$ cat config.mk
export PLATFORM = sky130hd
export DESIGN_NAME = sdram_arbiter
export DESIGN_NICKNAME = d
export VERILOG_FILES = /design/src/rtl/sdram_arbiter.sv
export SDC_FILE = /design/constraint.sdc
export NUM_CORES = 1
export LEC_CHECK = 0
export CAP_MARGIN = 20
export CORE_MARGIN = 2
export CORE_UTILIZATION = 25
export DETAILED_ROUTE_END_ITERATION = 16
export PLACE_DENSITY = 0.59
export SETUP_SLACK_MARGIN = 0.1
export SLEW_MARGIN = 20
export SYNTH_ARGS = -nofsm -noshare
export SYNTH_HDL_FRONTEND = slang
export SYNTH_SLANG_ARGS = --single-unit
$ cat constraint.sdc
create_clock -name clk_i -period 3.75 [get_ports clk_i]
set_clock_uncertainty 0.15 [all_clocks]
set_input_delay 1.125 -clock clk_i [delete_from_list [all_inputs] [get_ports clk_i]]
set_output_delay 1.125 -clock clk_i [all_outputs]
set_load 0.01 [all_outputs]
$ cat src/rtl/sdram_arbiter.sv
// ---------------------------------------------------------------------------
// sdram_arbiter
//
// Two-master arbiter in front of the SDRAM controller's single 16-bit port.
// It sits between the video fetch path and the CPU memory controller on one
// side and sdram_pnru on the other, all in the clk_sys domain.
//
// Only one transaction is in flight at a time, and the FSM walks
// IDLE -> ISSUE -> WAIT -> IDLE. Video has fixed priority. When the optional
// starvation guard is compiled in, the CPU also wins once VID_MAX_RUN video
// grants have gone by in a row while it was waiting.
//
// Build option:
//   SDRAM_ARB_STARVE_GUARD_EN  defined     -> run_cnt / VID_MAX_RUN guard active
//                              not defined -> strict video priority
//
// Parameters:
//   ADDR_W       SDRAM word address width (16-bit words)
//   VID_MAX_RUN  max consecutive video grants while the CPU waits (1..15)
//
// Ports:
//   clk_i, rst_i                   system clock, async active-high reset
//   vid_req_i / vid_addr_i         video read request (held until gnt) + address
//   vid_gnt_o                      1-cycle pulse: video command latched
//   vid_ack_o / vid_rdata_o        1-cycle pulse with read data valid
//   cpu_req_i / cpu_we_i           CPU request (held until gnt), 1 = write
//   cpu_addr_i / cpu_wdata_i       CPU address and write data
//   cpu_wmask_i                    CPU byte enables
//   cpu_gnt_o                      1-cycle pulse: CPU command latched
//   cpu_ack_o / cpu_rdata_o        1-cycle pulse: read data valid or write done
//   sdram_rd_o / sdram_wr_o        command strobes to the controller
//   sdram_addr_o / sdram_wdata_o   latched command payload
//   sdram_wmask_o                  latched byte mask
//   sdram_rdy_i                    controller accepts the strobe this cycle
//   sdram_ack_i / sdram_rdata_i    controller completion, read data valid
// ---------------------------------------------------------------------------
module sdram_arbiter #(
    parameter int ADDR_W      = 24,
    parameter int VID_MAX_RUN = 4
) (
    input  logic              clk_i,
    input  logic              rst_i,

    input  logic              vid_req_i,
    input  logic [ADDR_W-1:0] vid_addr_i,
    output logic              vid_gnt_o,
    output logic              vid_ack_o,
    output logic [15:0]       vid_rdata_o,

    input  logic              cpu_req_i,
    input  logic              cpu_we_i,
    input  logic [ADDR_W-1:0] cpu_addr_i,
    input  logic [15:0]       cpu_wdata_i,
    input  logic [1:0]        cpu_wmask_i,
    output logic              cpu_gnt_o,
    output logic              cpu_ack_o,
    output logic [15:0]       cpu_rdata_o,

    output logic              sdram_rd_o,
    output logic              sdram_wr_o,
    output logic [ADDR_W-1:0] sdram_addr_o,
    output logic [15:0]       sdram_wdata_o,
    output logic [1:0]        sdram_wmask_o,
    input  logic              sdram_rdy_i,
    input  logic              sdram_ack_i,
    input  logic [15:0]       sdram_rdata_i
);

    // Reject an out-of-range run limit at elaboration. run_cnt is only 4 bits wide.
    if (VID_MAX_RUN < 1 || VID_MAX_RUN > 15) begin : g_bad_vid_max_run
        $error("sdram_arbiter: VID_MAX_RUN must be in 1..15");
    end

    typedef enum logic [1:0] {
        S_IDLE  = 2'd0,
        S_ISSUE = 2'd1,
        S_WAIT  = 2'd2
    } state_t;

    state_t state;
    logic   owner_cpu;   // owner of the transaction in flight
    logic   cpu_wins;    // arbitration result, only meaningful in IDLE

`ifdef SDRAM_ARB_STARVE_GUARD_EN
    localparam logic [3:0] MAX_RUN = 4'(VID_MAX_RUN);

    // Video grants in a row that were given while the CPU was waiting.
    logic [3:0] run_cnt;

    assign cpu_wins = cpu_req_i && (!vid_req_i || run_cnt == MAX_RUN);
`else
    assign cpu_wins = cpu_req_i && !vid_req_i;
`endif

    // NOTE: every register here is updated with non-blocking assignments, so
    // all decisions in a cycle see the pre-edge values. The registered
    // gnt/ack/strobe outputs then change together on the clock edge.
    always_ff @(posedge clk_i or posedge rst_i) begin
        if (rst_i) begin
            state         <= S_IDLE;
            owner_cpu     <= 1'b0;
            vid_gnt_o     <= 1'b0;
            cpu_gnt_o     <= 1'b0;
            vid_ack_o     <= 1'b0;
            cpu_ack_o     <= 1'b0;
            vid_rdata_o   <= '0;
            cpu_rdata_o   <= '0;
            sdram_rd_o    <= 1'b0;
            sdram_wr_o    <= 1'b0;
            sdram_addr_o  <= '0;
            sdram_wdata_o <= '0;
            sdram_wmask_o <= '0;
`ifdef SDRAM_ARB_STARVE_GUARD_EN
            run_cnt       <= '0;
`endif
        end else begin
            // gnt and ack are single-cycle pulses. Each is raised only in the
            // branch below that needs it.
            vid_gnt_o <= 1'b0;
            cpu_gnt_o <= 1'b0;
            vid_ack_o <= 1'b0;
            cpu_ack_o <= 1'b0;

            case (state)
                S_IDLE: begin
                    if (vid_req_i || cpu_req_i) begin
                        state     <= S_ISSUE;
                        owner_cpu <= cpu_wins;
                        if (cpu_wins) begin
                            cpu_gnt_o     <= 1'b1;
                            sdram_addr_o  <= cpu_addr_i;
                            sdram_wdata_o <= cpu_wdata_i;
                            sdram_wmask_o <= cpu_wmask_i;
                            sdram_rd_o    <= !cpu_we_i;
                            sdram_wr_o    <= cpu_we_i;
                        end else begin
                            // Video only reads, so it has no data or mask to carry.
                            vid_gnt_o     <= 1'b1;
                            sdram_addr_o  <= vid_addr_i;
                            sdram_wdata_o <= '0;
                            sdram_wmask_o <= '0;
                            sdram_rd_o    <= 1'b1;
                            sdram_wr_o    <= 1'b0;
                        end
`ifdef SDRAM_ARB_STARVE_GUARD_EN
                        // Count only the video wins that made a waiting CPU wait.
                        // Any CPU grant, or a video grant with no CPU waiting,
                        // starts a fresh run.
                        if (cpu_wins || !cpu_req_i) begin
                            run_cnt <= '0;
                        end else if (run_cnt != MAX_RUN) begin
                            run_cnt <= run_cnt + 4'd1;
                        end
`endif
                    end
                end

                S_ISSUE: begin
                    // The strobe stays up with a stable payload until the
                    // controller takes it. The ready cycle is the transfer.
                    if (sdram_rdy_i) begin
                        sdram_rd_o <= 1'b0;
                        sdram_wr_o <= 1'b0;
                        state      <= S_WAIT;
                    end
                end

                S_WAIT: begin
                    // Only the owner's read data register changes. The other
                    // master keeps its last value.
                    if (sdram_ack_i) begin
                        if (owner_cpu) begin
                            cpu_rdata_o <= sdram_rdata_i;
                            cpu_ack_o   <= 1'b1;
                        end else begin
                            vid_rdata_o <= sdram_rdata_i;
                            vid_ack_o   <= 1'b1;
                        end
                        state <= S_IDLE;
                    end
                end

                default: begin
                    sdram_rd_o <= 1'b0;
                    sdram_wr_o <= 1'b0;
                    state      <= S_IDLE;
                end
            endcase
        end
    end

endmodule
==> results.json <==
{
  "grt_pass1_vias": 2637,
  "cp.required_ps": 3820,
  "drtPass1Iterations": 4,
  "maxSlewHeadroom_pct": 54.6,
  "vdd_ir_drop_max_v": 0.000409,
  "antenna_cells": 0,
  "period_share_pct": 71.6,
  "path_class": "in -> reg",
  "slew_violations": 0,
  "antenna_found_initial": 0,
  "dp_hpwl_um": 6150,
  "cts_root_buffer": "clkbuf_16",
  "p_seq_share_pct": 36.8,
  "synth_area_mm2": 0.00333,
  "htree_levels": 3,
  "setup_ws_ps": 1070,
  "finalInstanceArea_mm2": 0.00552,
  "p_leak_uw": 0.00233,
  "num_vias": 2420,
  "placed_area_mm2": 0.00524,
  "cp-end-kind": "register",
  "yosys_warnings": 0,
  "cts_tree": "yes",
  "cts_hold_buffers": 0,
  "rsz0062_at_grt": "no",
  "grt_pass1_wl_um": 14000,
  "start_util_pct": 25.3,
  "fillers": 1252,
  "ys_ff_latch": 83,
  "seqCellArea_mm2": 0.00208,
  "dpl_worst_slack_ps": 706,
  "drt-total-wl_um": 8710,
  "grt_use_total_pct": 12.8,
  "fmax_mhz": 372,
  "clk_path_buf_depth": 2,
  "seq_area_frac_synth_pct": 62.4,
  "port_buffers": 168,
  "gr-total-overflow": 0,
  "ios": 169,
  "grt_start_max_net_pins": 54,
  "fin_nets": 476,
  "setup-tns-final_ps": 0,
  "avgSynthCellArea_um2": 15.7,
  "post_cts_resized": 0,
  "drive_above_1_share_pct": 25.3,
  "internal_power_uw": 2920,
  "worstSkewPairLatency_ps": 340,
  "antenna_left": 0,
  "worst_slew_pin_slew_ps": 682,
  "fp.dieW_um": 119,
  "hold_path_class": "reg -> reg",
  "clockPowerShare_pct": 19.9,
  "drc_errors": 0,
  "status": "completed",
  "numCtsBuffers": 9,
  "core-area_mm2": 0.0131,
  "netlist_instances": 212,
  "power_frac_comb_pct": 43.3,
  "gp_congestion": 0.693,
  "cts_num_sinks": 83,
  "arrival_ps": 2760,
  "die-area_mm2": 0.0142,
  "path_max_fanout": 25,
  "synth_area_leaders": "dfrtp_1, mux2_2, a22o_1",
  "synth.net_count": 301,
  "finalHoldViolCount": 0,
  "clkTransAtPathRegs_ps": 60,
  "p_per_area_mw_per_mm2": 760,
  "vias_per_cell": 4.26,
  "core.rowCount": 42,
  "drt_iter0_drc": 95,
  "drv_cap": 0,
  "switching_power_uw": 1280,
  "multiInputGateArea_mm2": 0.00120,
  "syn_to_final_growth_pct": 65.9,
  "die_h_um": 119,
  "synth.top_cell.area_share_pct": 62.4,
  "post-cts-setup-buffers": 0,
  "setup_violations": 0,
  "yosys.area.top_type": "dfrtp_1",
  "critPathLaunchType": "input port",
  "yosysUniqueCellTypes": 21,
  "period_minus_slack_ps": 2680,
  "wl_per_cell_um": 15.3,
  "switching_share_pct": 30.4
}
flip-flops by register name, indices dropped and copies added (netlist names):
name           flops
vid_gnt_o          1
sdram_addr_o      24
sdram_wmask_o      2
sdram_wdata_o     16
cpu_ack_o          1
owner_cpu          1
cpu_rdata_o       16
cpu_gnt_o          1
vid_rdata_o       16
sdram_rd_o         1
vid_ack_o          1
sdram_wr_o         1
state              2
power groups by stage:
stage / Sequential (uW) / Combinational (uW) / Clock (uW)
global placement: 1550 / 1820 / 0
CTS: 1550 / 1850 / 875
detailed placement: 1560 / 1840 / 0
finish: 1540 / 1820 / 834
floorplan: 1730 / 587 / 0
global route: 1600 / 1940 / 903
area by class of cell:
type                            count  area share, %
Tap cell                          176           3.99
Inverter                            2          0.159
Sequential cell                    83           37.6
Clock inverter                      7           1.07
Multi-Input combinational cell    116           21.7
Timing Repair Buffer              175           31.4
Clock buffer                        9           4.08
cell usage after synthesis (all sizes together):
cell / n
a21o: 1
a22o: 18
a22oi: 1
a32o: 1
and2: 1
buf: 9
clkbuf: 2
dfrtp: 83
inv: 2
mux2: 80
nand2: 4
nand2b: 2
nand4b: 1
nor2: 2
nor3: 1
nor3b: 1
o21ai: 2
o22ai: 1
routing by layer:
| layer | vias to the layer above | part of all wire [%] | global-route usage [%] |
|---|---|---|---|
| li1 | 1116 | - | - |
| met1 | 1177 | 43 | 15.0 |
| met2 | 121 | 47 | 20.6 |
| met3 | 6 | 9.6 | 6.37 |
| met4 | 0 | 1.1 | 3.68 |
| met5 | - | 0 | 0 |
logic make-up after synthesis:
logic type | Yosys count | share of synthesized area, %
AOI/OAI and AO/OA | 24 | 6.09
buffers and inverters | 13 | 1.99
DFF | 83 | 62.4
muxes | 80 | 27.1
and+or+nand+nor | 12 | 2.41
per-stage QoR:
stage,hold slack (ps),utilization (%),power (uW),std cells
after global placement,320,39.9,3370,552
final,339,42.0,4200,568
after floorplan,374,-,2320,212
after detailed placement,328,39.9,3400,552
after global routing,361,42.0,4450,568
after CTS,342,42.0,4270,568
layout by cell type, fill, tap and decap left out:
master           synthesis  routed
mux2_1                   9       9
nor2_1                   2       2
a21o_1                   1       1
clkinvlp_4               0       2
dfrtp_1                 83      83
inv_6                    0       3
buf_4                    0       7
o22ai_1                  1       1
clkdlybuf4s50_1          0     168
nor3_2                   0       1
mux2_2                  71      71
clkinv_4                 0       2
a22oi_1                  1       1
clkinv_2                 0       1
inv_1                    2       1
clkbuf_16                0       9
nand2b_1                 2       2
nor3b_4                  1       1
o21ai_0                  1       1
and2_1                   1       1
a22o_1                  18      18
nand4b_2                 1       1
a32o_1                   1       1
nand2_1                  4       4
o21ai_4                  0       1
critical path, stage by stage:
cell and delay [ps]:
clkdlybuf4s50_1 530, nand2b_1 120, buf_4 330, mux2_2 380, mux2_2 260
worst paths after layout:
path | cells past startpoint | to | slack, ps | start
max in group asynchronous | 3 | cpu_rdata_o[0]$_DFFE_PP0P_ | 1830 | rst_i
worst min-delay path | 1 | vid_rdata_o[12]$_DFFE_PP0P_ | 340 | vid_rdata_o[12]$_DFFE_PP0P_
worst max-delay path | 5 | sdram_addr_o[2]$_DFFE_PP0P_ | 1070 | vid_req_i
worst min register to register | 1 | vid_rdata_o[12]$_DFFE_PP0P_ | 340 | vid_rdata_o[12]$_DFFE_PP0P_
worst max register to register | 5 | sdram_wdata_o[14]$_DFFE_PP0P_ | 1890 | state[1]$_DFFE_PP0P_
min in group asynchronous | 3 | vid_rdata_o[9]$_DFFE_PP0P_ | 1040 | rst_i
(Power assumes the default switching activity.)
